## config.mk

```make
export PLATFORM = sky130hd
export DESIGN_NAME = div32_seq
export DESIGN_NICKNAME = d
export VERILOG_FILES = /design/src/rtl/div_pkg.sv /design/src/rtl/div32_seq_sub.sv /design/src/rtl/div32_seq.sv
export SDC_FILE = /design/constraint.sdc
export NUM_CORES = 1
export LEC_CHECK = 0
export ABC_AREA = 1
export ABC_CLOCK_PERIOD_IN_PS = 36700
export CAP_MARGIN = 25
export CORE_MARGIN = 4
export CORE_UTILIZATION = 60
export CTS_BUF_LIST = sky130_fd_sc_hd__clkbuf_4 sky130_fd_sc_hd__clkbuf_8
export DETAILED_ROUTE_END_ITERATION = 8
export PLACE_DENSITY = 0.88
export SYNTH_ARGS = -nofsm -noshare
export SYNTH_HDL_FRONTEND = slang
export SYNTH_HIERARCHICAL = 1
export SYNTH_SLANG_ARGS = --single-unit
```

## constraint.sdc

```tcl
create_clock -name clk -period 36.7 [get_ports clk]
set_clock_uncertainty 0.15 [all_clocks]
set_input_delay 5.505 -clock clk [delete_from_list [all_inputs] [get_ports clk]]
set_output_delay 5.505 -clock clk [all_outputs]
set_load 0.005 [all_outputs]
```

## src/rtl/div_pkg.sv

```systemverilog
// div_pkg: shared state encoding and default width for the sequential divider
package div_pkg;
  localparam int DIV_W = 32;
  typedef enum logic [1:0] {IDLE, RUN, DONE} state_t;
endpackage

```

## src/rtl/div32_seq_sub.sv

```systemverilog
// sub_w: (W+1)-bit ripple subtractor a - b as a + ~b + 1; co=1 means no borrow
module sub_w #(
  parameter int W = 32
) (
  output logic [W:0] s,
  output logic       co,
  input  logic [W:0] a,
  input  logic [W:0] b
);
  logic [W+1:0] c;
  assign c[0] = 1'b1;
  for (genvar i = 0; i <= W; i++) begin : g_bit
    assign s[i]   = a[i] ^ ~b[i] ^ c[i];
    assign c[i+1] = (a[i] & ~b[i]) | (c[i] & (a[i] ^ ~b[i]));
  end
  assign co = c[W+1];
endmodule

```

## src/rtl/div32_seq.sv

```systemverilog
// div32_seq: multi-cycle unsigned restoring divider, one quotient bit per clock
module div32_seq
  import div_pkg::*;
#(
  parameter int W = DIV_W
) (
  input  logic         clk,
  input  logic         reset_n,
  input  logic         start,
  input  logic [W-1:0] a,
  input  logic [W-1:0] b,
  output logic         busy,
  output logic         done,
  output logic [W-1:0] q,
  output logic [W-1:0] r,
  output logic         dz
);
  localparam int CW = $clog2(W);
  state_t          state_q, state_d;
  logic [W-1:0]    dd_q, dd_d, dv_q, dv_d, quo_q, quo_d, rem_q, rem_d;
  logic [W:0]      pr_q, pr_d, x, t;
  logic [CW-1:0]   cnt_q, cnt_d;
  logic            busy_q, busy_d, done_q, done_d, dz_q, dz_d, co;
  assign x = {pr_q[W-1:0], dd_q[W-1]};
  sub_w #(.W(W)) u_sub (.s(t), .co(co), .a(x), .b({1'b0, dv_q}));
  // next-state: accept/divide-by-zero in IDLE, one restoring step per RUN cycle
  always_comb begin
    state_d = state_q;
    dd_d    = dd_q;
    dv_d    = dv_q;
    pr_d    = pr_q;
    cnt_d   = cnt_q;
    quo_d   = quo_q;
    rem_d   = rem_q;
    busy_d  = busy_q;
    dz_d    = dz_q;
    done_d  = 1'b0;
    case (state_q)
      IDLE: if (start) begin
        if (b != '0) begin
          state_d = RUN;
          dd_d    = a;
          dv_d    = b;
          pr_d    = '0;
          cnt_d   = '0;
          dz_d    = 1'b0;
          busy_d  = 1'b1;
        end else begin
          state_d = DONE;
          quo_d   = '1;
          rem_d   = a;
          dz_d    = 1'b1;
          done_d  = 1'b1;
        end
      end
      RUN: begin
        pr_d  = co ? t : x;
        dd_d  = {dd_q[W-2:0], co};
        cnt_d = cnt_q + CW'(1);
        // final step publishes results so they are valid alongside done
        if (cnt_q == CW'(W - 1)) begin
          state_d = DONE;
          busy_d  = 1'b0;
          done_d  = 1'b1;
          quo_d   = dd_d;
          rem_d   = pr_d[W-1:0];
        end
      end
      default: state_d = IDLE;
    endcase
  end
  // state and registered outputs, async active-low clear aborts any operation
  always_ff @(posedge clk or negedge reset_n) begin
    if (!reset_n) begin
      state_q <= IDLE;
      dd_q    <= '0;
      dv_q    <= '0;
      pr_q    <= '0;
      cnt_q   <= '0;
      quo_q   <= '0;
      rem_q   <= '0;
      busy_q  <= 1'b0;
      done_q  <= 1'b0;
      dz_q    <= 1'b0;
    end else begin
      state_q <= state_d;
      dd_q    <= dd_d;
      dv_q    <= dv_d;
      pr_q    <= pr_d;
      cnt_q   <= cnt_d;
      quo_q   <= quo_d;
      rem_q   <= rem_d;
      busy_q  <= busy_d;
      done_q  <= done_d;
      dz_q    <= dz_d;
    end
  end
  assign busy = busy_q;
  assign done = done_q;
  assign q    = quo_q;
  assign r    = rem_q;
  assign dz   = dz_q;
endmodule
```

==> reports/summary.txt <==
Adder-cell share of the synthesized area = 0.0790
Fin area = 10300 um2
CP required = 36.89 ns
Slew @ Worst Pin = 0.897 ns
CTS tree = yes
Post-synthesis compound-gate area fraction = 0.0519
Pwr Density = 82.3 nW/um2
CTS Buf Count = 17
Max-slew headroom = 0.402
Status = complete, no violations
WL per Instance = 16.1 um
GRT Total Usage = 0.278
EDFF count, synth = 0
Final worst-path cycle share = 0.387
GPL Wtd Cong = 0.885
Pin count of the biggest net entering global routing = 98
Top-area cell type share of the netlist area = 0.495
Height of the die = 128 um
Max rail drop VDD = 0.0382 mV
Post-synth ARST share = 1.00
Nets = 1255
Max-Cap Viols = 0
CP arrival = 14.38 ns
YS warnings = 6
Mapped Avg Cell Area = 8.17 um2
XOR/XNOR share of the synthesized area = 0
CTS H-tree lvls = 4
Post-DP HPWL = 14900 um
Vias = 7502
Commonest cells in the netlist = nand2_1 (443), dfrtp_1 (170), inv_1 (104), nand3_1 (99), o21ai_0 (36)
Clock-pin slew on the worst setup and hold paths = 0.08 ns
Setup TNS = 0 ns
Routed wire length = 21600 um
Area growth, synth to finish = 20.3%
Final setup vio count = 0
Final hold vios = 0
Main combinational cell family by area after synthesis = simple AND/OR/NAND/NOR gates
Dpl cell area = 9960 um2
Finished Core Util = 0.741
Starting Density = 0.616
Synth cell types = 26
Gate Count Post-Synth = 1051
Crit path kind = reg2reg
Global route overflow = 0
F_max = 70.4 MHz
Sequential-to-total area share from yosys stat = 0.495
Post-Syn Area = 8590 um2
Top-count cell post-synth = nand2_1
Slew Limit Fails = 0
CTS root buf = clkbuf_8
IO Pins = 134
Shortest period the worst path allows = 14.20 ns
Top post-synthesis cells by area = dfrtp_1 (50%), nand2_1 (19%), fa_1 (7.5%)
Area leader, netlist = dfrtp_1
Share of layout cells above drive strength 1 = 0.0482
Number of synthesized register bits = 170
Vias in the first global route = 7151
Std-Cell Rows = 43
Net Count, Synth = 1153
Synth Flop Type = dfrtp_1
Critical Path End Type = register
First-pass GRT wire length = 36100 um
Ant diodes = 0
Vias/cell = 5.59
Slowest cell on crit path = fa_1
Drt first pass iters = 6
Initial antenna violation count = 0
CTS sink cnt = 170
Clk buf depth = 2
Proportion of synthesized area in mux cells = 0
Die Wd = 128 um
Worst-skew pair later-pin latency = 0.45 ns
DRT antenna net count = 0
RSZ-0062 raised after global routing = no
Post-CTS Resized = 0
Core area = 13900 um2
# DRC = 0
Hold bufs inserted after CTS = 0
Die ar. = 16300 um2
CP max FO = 33
Crit-path max cell delay = 0.43 ns
DRT iter0 DRCs = 856
CP startpoint kind = register
HP Class = reg2reg
Critical Path Most Common Cell = fa_1
IO buf count = 133
Lkg Pwr = 5.48 nW
Post CTS Setup Buffer Count = 0
Simple-gate share of the synthesized area = 0.291
-- logic make-up (layout without fill, tap and decap cells) --
| kind of cell | Yosys count | count (layout) |
|---|---|---|
| flip-flops | 170 | 170 |
| adder cells (fa/ha/maj) | 35 | 35 |
| buffers and inverters | 169 | 281 |
| AO/OA/AOI/OAI | 72 | 72 |
| AND/OR/NAND/NOR | 604 | 604 |
| other | 1 | 1 |
-- metal layers --
metal	vias to the layer above	GRT usage	wire (um)
met2	371	0.414	9920
met3	36	0.0606	1860
li1	3495	-	-
met4	0	0.0874	420
met1	3600	0.414	9400
met5	-	0	0
-- where the power goes --
group          total, mW  leakage [nW]  switching (mW)  internal (mW)
registers          0.316          2.20          0.0545          0.262
clock network      0.119         0.186          0.0627         0.0564
logic              0.415          3.10           0.239          0.176
total              0.850          5.48           0.356          0.494
-- final timing paths --
check                              start  endpoint  slack [ns]  cells after the start
min in group asynchronous        reset_n   dv_q[7]        4.96                      1
worst max register to register  dd_q[31]     r[13]       22.50                     43
max in group asynchronous        reset_n      q[5]       30.38                      3
worst min-delay path            dd_q[21]  dd_q[21]        0.33                      2
worst max-delay path            dd_q[31]     r[13]       22.50                     43
worst min register to register  dd_q[21]  dd_q[21]        0.33                      2
-- cell usage in the layout, fill, tap and decap left out, drive strengths merged --
| cell | netlist | layout |
|---|---|---|
| nor3 | 1 | 1 |
| o21bai | 1 | 1 |
| ha | 3 | 3 |
| conb | 1 | 1 |
| nand4 | 32 | 32 |
| clkdlybuf4s50 | 0 | 132 |
| clkinv | 0 | 3 |
| dfrtp | 170 | 170 |
| or2 | 1 | 1 |
| nor2 | 25 | 25 |
| clkbuf | 22 | 26 |
| a21oi | 2 | 2 |
| inv | 107 | 107 |
| a22oi | 32 | 32 |
| o21ai | 36 | 36 |
| o21a | 1 | 1 |
| buf | 40 | 13 |
| fa | 32 | 32 |
| nand3 | 100 | 100 |
| nand2 | 445 | 445 |
-- area by class of cell --
cell class,instances,area [um2]
timing repair buffer,145,1460
clock buffer,26,327
inverter,107,402
clock inverter,3,15.0
fill,1045,3600
tap,180,225
multi-input combinational,712,3650
sequential,170,4250
-- worst max-delay path, delay by kind of cell (launching register included) --
family          cells  cell delay, ns
buf+inv             5            0.53
fa+ha+maj          33           12.33
compound gates      1            0.38
simple gates        4            0.29
flops               1            0.38
-- state kept, by name, summed over array words and instances (netlist names) --
| register | flops |
|---|---|
| busy | 1 |
| dd_q | 32 |
| cnt_q | 5 |
| done | 1 |
| dz | 1 |
| pr_q | 32 |
| q | 32 |
| dv_q | 32 |
| state_q | 2 |
| r | 32 |
-- metrics by stage --
stage                     cells  total power, mW  setup slack (ns)  hold WS [ns]
after global placement     1311            0.707             22.85         0.304
after global routing       1343            0.937             22.05         0.344
after floorplan            1051            0.595             23.32         0.292
final                      1343            0.850             22.50         0.327
after detailed placement   1313            0.729             22.68         0.308
after CTS                  1342            0.850             22.62         0.328
(Power assumes the default switching activity.)
